===== config.mk =====
export PLATFORM = sky130hd
export DESIGN_NAME = serial_add_ctrl
export DESIGN_NICKNAME = d
export VERILOG_FILES = /design/src/rtl/serial_add_ctrl.sv
export SDC_FILE = /design/constraint.sdc
export NUM_CORES = 1
export LEC_CHECK = 0
export ABC_AREA = 1
export BUFFER_PORTS_ARGS = -buffer_cell sky130_fd_sc_hd__buf_2
export CAP_MARGIN = 20
export CORE_MARGIN = 2
export CORE_UTILIZATION = 25
export DETAILED_ROUTE_END_ITERATION = 10
export GPL_TIMING_DRIVEN = 0
export SYNTH_ARGS = -nofsm -noshare
export SYNTH_HDL_FRONTEND = slang
export SYNTH_SLANG_ARGS = --single-unit

===== constraint.sdc =====
create_clock -name clk -period 1.4 [get_ports clk]
set_input_delay 0.07 -clock clk [delete_from_list [all_inputs] [get_ports clk]]
set_output_delay 0.07 -clock clk [all_outputs]
set_load 0.005 [all_outputs]

===== src/rtl/serial_add_ctrl.sv =====
// WIDTH-bit adder sequencer that reuses one external combinational 2-bit adder
// slice, two bits per clock, LSB pair first. Define SERIAL_ADD_SUB_EN to add the
// 'sub' port (a - b via inverted B and carry-in of 1).
module serial_add_ctrl #(
    parameter int unsigned WIDTH = 8,
    parameter int unsigned CNT_W = 3
) (
    input  logic             clk,
    input  logic             reset,
    input  logic             start,
`ifdef SERIAL_ADD_SUB_EN
    input  logic             sub,
`endif
    input  logic [WIDTH-1:0] a,
    input  logic [WIDTH-1:0] b,
    output logic             busy,
    output logic             done,
    output logic [WIDTH-1:0] sum,
    output logic             cout,
    output logic             add_cin,
    output logic             add_x1,
    output logic             add_y1,
    output logic             add_x2,
    output logic             add_y2,
    input  logic             add_s1,
    input  logic             add_s2,
    input  logic             add_cout
);

    localparam int unsigned     PAIRS    = WIDTH / 2;
    localparam logic [CNT_W-1:0] LAST_CNT = CNT_W'(PAIRS - 1);

    typedef enum logic [1:0] {
        S_IDLE = 2'd0,
        S_RUN  = 2'd1,
        S_DONE = 2'd2
    } state_t;

    state_t             r_state;
    state_t             w_state_nxt;

    logic [WIDTH-1:0]   r_a_shift;
    logic [WIDTH-1:0]   r_b_shift;
    logic               r_carry;
    logic [CNT_W-1:0]   r_cnt;
    logic [WIDTH-1:0]   r_sum;
    logic               r_cout;
    logic               r_busy;
    logic               r_done;

    logic [WIDTH-1:0]   w_a_nxt;
    logic [WIDTH-1:0]   w_b_nxt;
    logic               w_carry_nxt;
    logic [CNT_W-1:0]   w_cnt_nxt;
    logic [WIDTH-1:0]   w_sum_nxt;
    logic               w_cout_nxt;
    logic               w_busy_nxt;
    logic               w_done_nxt;

    logic [WIDTH-1:0]   w_b_load;
    logic               w_cin_load;
    logic [WIDTH-1:0]   w_sum_shift;

    // Operand B and initial carry as loaded on an accepted start
`ifdef SERIAL_ADD_SUB_EN
    assign w_b_load   = sub ? ~b : b;
    assign w_cin_load = sub;
`else
    assign w_b_load   = b;
    assign w_cin_load = 1'b0;
`endif

    // New slice pair enters at the MSBs; after PAIRS shifts the sum is aligned
    assign w_sum_shift = (WIDTH'({add_s2, add_s1}) << (WIDTH - 2)) | (r_sum >> 2);

    always_ff @(posedge clk or posedge reset) begin
        if (reset) begin
            r_state <= S_IDLE;
        end else begin
            r_state <= w_state_nxt;
        end
    end

    always_comb begin
        w_state_nxt = r_state;
        w_a_nxt     = r_a_shift;
        w_b_nxt     = r_b_shift;
        w_carry_nxt = r_carry;
        w_cnt_nxt   = r_cnt;
        w_sum_nxt   = r_sum;
        w_cout_nxt  = r_cout;

        case (r_state)
            S_IDLE: begin
                if (start) begin
                    w_a_nxt     = a;
                    w_b_nxt     = w_b_load;
                    w_carry_nxt = w_cin_load;
                    w_cnt_nxt   = '0;
                    w_state_nxt = S_RUN;
                end
            end
            S_RUN: begin
                w_sum_nxt   = w_sum_shift;
                w_carry_nxt = add_cout;
                w_a_nxt     = r_a_shift >> 2;
                w_b_nxt     = r_b_shift >> 2;
                w_cnt_nxt   = r_cnt + CNT_W'(1);
                if (r_cnt == LAST_CNT) begin
                    w_cout_nxt  = add_cout;
                    w_state_nxt = S_DONE;
                end
            end
            S_DONE: begin
                w_state_nxt = S_IDLE;
            end
            default: begin
                w_state_nxt = S_IDLE;
            end
        endcase

        w_busy_nxt = (w_state_nxt != S_IDLE);
        w_done_nxt = (w_state_nxt == S_DONE);
    end

    always_ff @(posedge clk or posedge reset) begin
        if (reset) begin
            r_a_shift <= '0;
            r_b_shift <= '0;
            r_carry   <= 1'b0;
            r_cnt     <= '0;
            r_sum     <= '0;
            r_cout    <= 1'b0;
            r_busy    <= 1'b0;
            r_done    <= 1'b0;
        end else begin
            r_a_shift <= w_a_nxt;
            r_b_shift <= w_b_nxt;
            r_carry   <= w_carry_nxt;
            r_cnt     <= w_cnt_nxt;
            r_sum     <= w_sum_nxt;
            r_cout    <= w_cout_nxt;
            r_busy    <= w_busy_nxt;
            r_done    <= w_done_nxt;
        end
    end

    assign busy    = r_busy;
    assign done    = r_done;
    assign sum     = r_sum;
    assign cout    = r_cout;
    assign add_cin = r_carry;
    assign add_x1  = r_a_shift[0];
    assign add_y1  = r_b_shift[0];
    assign add_x2  = r_a_shift[1];
    assign add_y2  = r_b_shift[1];

endmodule


==> flow_summary.yaml <==
drt:
  first_pass_iters: 4
  drc: 0
  num_vias: 1267
  avgViaCountPerCell: 4.07
  drt_iter0_drc: 39
  wire_per_inst_um: 10.8
  wl_um: 3350
  detail-route-antenna-nets: 0
timing:
  relSlewSlack_pct: 49.5
  min_period_ns: 1.18
  finalMaxSlewViolations: 0
  tightest_slew_ns: 0.757
  max_freq_mhz: 848
  skew_ns: 0.00831
  finalSetupViolCount: 0
  setup_tns_ns: 0
  rsz0062_at_grt: "no"
  finalCritPeriodShare_pct: 84.2
  hold_viol: 0
logic_synthesis:
  synth_area_leaders: "dfrtp_1, nand2_1, nand3_1"
  synth_common_cells: "nand2_1, dfrtp_1, inv_1"
  synth_area_mm2: 0.00156
  ys_warn_count: 0
  yosysMostFrequentCell: "nand2_1"
  synth_top_area_cell: "dfrtp_1"
  syn_avg_cell_area_um2: 8.45
  synthFlopType: "dfrtp_1"
  synth_nets: 209
  synth_top_area_share_pct: 52.8
  synthCells: 185
  ys_ff_latch: 33
  synth-edff-count: 0
  yosysSeqAreaShare_pct: 52.8
  async_flop_share_pct: 100
  synth_cell_type_count: 18
global_route:
  antenna_found_initial: 0
  grt_max_degree: 18
  gr-usage-all-layers_pct: 10.8
  grt_pass1_wl_um: 5970
  grt_pass1_vias: 1295
  grt-ovfl-total: 0
pwr:
  irDropWorstVdd_mv: 0.612
  powerDensity_mw_per_mm2: 2240
  totalPowerFinal_uw: 4570
  p_leak_uw: 0.00113
worst_setup_path:
  r2r-start: "r_cnt[0]"
  path_depth: 6
  slowest_delay_ns: 0.41
  worst_path_max_delay_cell: "dfrtp_1"
  cp-start-kind: "register"
  r2r_end: "cout"
  crit_required_ns: 1.57
  crit_end: "cout"
  startpoint: "r_cnt[0]"
  cp-end-kind: "register"
  critPathMaxFanout: 3
  r2r_cells: 6
  arrival_ns: 1.35
  crit_buf_inv: 1
  path_cells: "ha_1 > ha_1 > inv_1 > nor2_1 > nand2_1 > nand2_1"
  cp_top_family: "adder cells"
  path_class: "register to register"
  r2r_slack_ns: 0.22
floorplan:
  die_y_um: 83.1
  pin_count: 38
  placementRows: 28
  core-area_mm2: 0.00599
  die_area_mm2: 0.00690
  start_util_pct: 26.1
  die_w_um: 83.1
clocking:
  insertion_delay_ns: 0.28
  htreeDepth: 2
  cts_tree: "built"
  cts_sinks: 33
  clk_path_buf_depth: 2
  cts_made_buffers: 5
  root_buffer: "clkbuf_8"
  clk_pin_slew_worst_paths_ns: 0.07
placed_design:
  portBuffers: 37
  gp_congestion: 0.733
  hpwl_um: 2420
final_layout:
  fillers: 628
  area_growth_pct: 30.5
  final_layout_size_suffix_gt1_share_pct: 25.8
  antenna_cells: 0
  nets: 259
job:
  drv_cap: 0
hold_path:
  hp-class: "input pin to register"
run_status:
  outcome: "complete, no violations"
metrics by stage:
step | util (%) | hold slack, ns | worst slack (ns) | cell area (um^2) | std cells
after floorplan | - | 0.180 | 0.303 | 1560 | 185
after global placement | 30.7 | 0.265 | 0.0804 | 1840 | 297
after detailed placement | 31.2 | 0.252 | 0.213 | 1870 | 298
after CTS | 34.0 | 0.00107 | 0.202 | 2040 | 311
after global routing | 34.0 | 0.00274 | 0.126 | 2040 | 311
final | 34.0 | 0.0153 | 0.221 | 2040 | 311
per-layer routing:
| metal | up-vias | global-route usage (%) | part of all wire (%) | routed length (um) |
|---|---|---|---|---|
| li1 | 657 | - | - | - |
| met1 | 579 | 13.5 | 48 | 1610 |
| met2 | 29 | 16.3 | 45 | 1510 |
| met3 | 2 | 4.17 | 5.7 | 190 |
| met4 | 0 | 4.92 | 1.2 | 41 |
| met5 | - | 0 | 0 | 0 |
worst reg2reg max path, stage by stage (launching register included):
cell and delay, ns:
dfrtp_1 0.41, ha_1 0.22, ha_1 0.19, inv_1 0.10, nor2_1 0.07, nand2_1 0.05
nand2_1 0.05
cell families (layout without fill, tap and decap cells):
| family | after synthesis | in the layout | synth area share [%] |
|---|---|---|---|
| compound gates | 11 | 11 | 4.56 |
| buf+inv | 38 | 89 | 12.6 |
| fa+ha+maj | 2 | 2 | 1.60 |
| flops | 33 | 33 | 52.8 |
| simple gates | 101 | 101 | 28.3 |
worst min path at each step:
stage / slack [ns] / depth (start not counted) / startpoint / end
finish: 0.02 / 3 / add_cout / cout
global route: 0.003 / 3 / b[6] / r_b_shift[6]
CTS: 0.001 / 3 / b[6] / r_b_shift[6]
detailed placement: 0.25 / 2 / reset / r_a_shift[0]
global placement: 0.26 / 3 / add_s1 / sum[6]
floorplan: 0.18 / 2 / add_s1 / sum[6]
placed cells by master, fill, tap and decap left out, drive strengths merged:
cell         Yosys  final
dlygate4sd3      0      5
o22ai            1      1
ha               2      2
o21ai            9      9
nor2             5      5
bufinv           0      1
inv             30     30
clkinvlp         0      1
buf              8     46
a21oi            1      1
nand3           24     24
clkbuf           0      6
dfrtp           33     33
nand2           72     72
area by class of cell:
class / instances / area [um^2] / share of cell area [%]
flip-flops and latches: 33 / 826 / 40.5
multi-input cells: 114 / 539 / 26.4
repair buffers: 43 / 263 / 12.9
inverters: 30 / 115 / 5.64
well taps: 75 / 93.8 / 4.60
clock buffers: 6 / 82.6 / 4.05
plain buffers: 8 / 82.6 / 4.05
clock inverters: 2 / 37.5 / 1.84
registers in the layout (all words and copies together), names as in the netlist:
signal and flops:
r_a_shift 8, r_b_shift 8, sum 8, r_cnt 3, r_state 2, add_cin 1
busy 1, cout 1, done 1
where the power goes:
part | internal [uW] | switching, uW
registers | 1390 | 218
clock network | 579 | 362
logic | 871 | 1140
what timing repair did:
action                    4_1_cts  5_1_grt
hold buffers                    5        0
resized for setup               0        0
setup buffers                   0        0
hold endpoints to repair       20        0
Power figures use the tool's default switching activity.
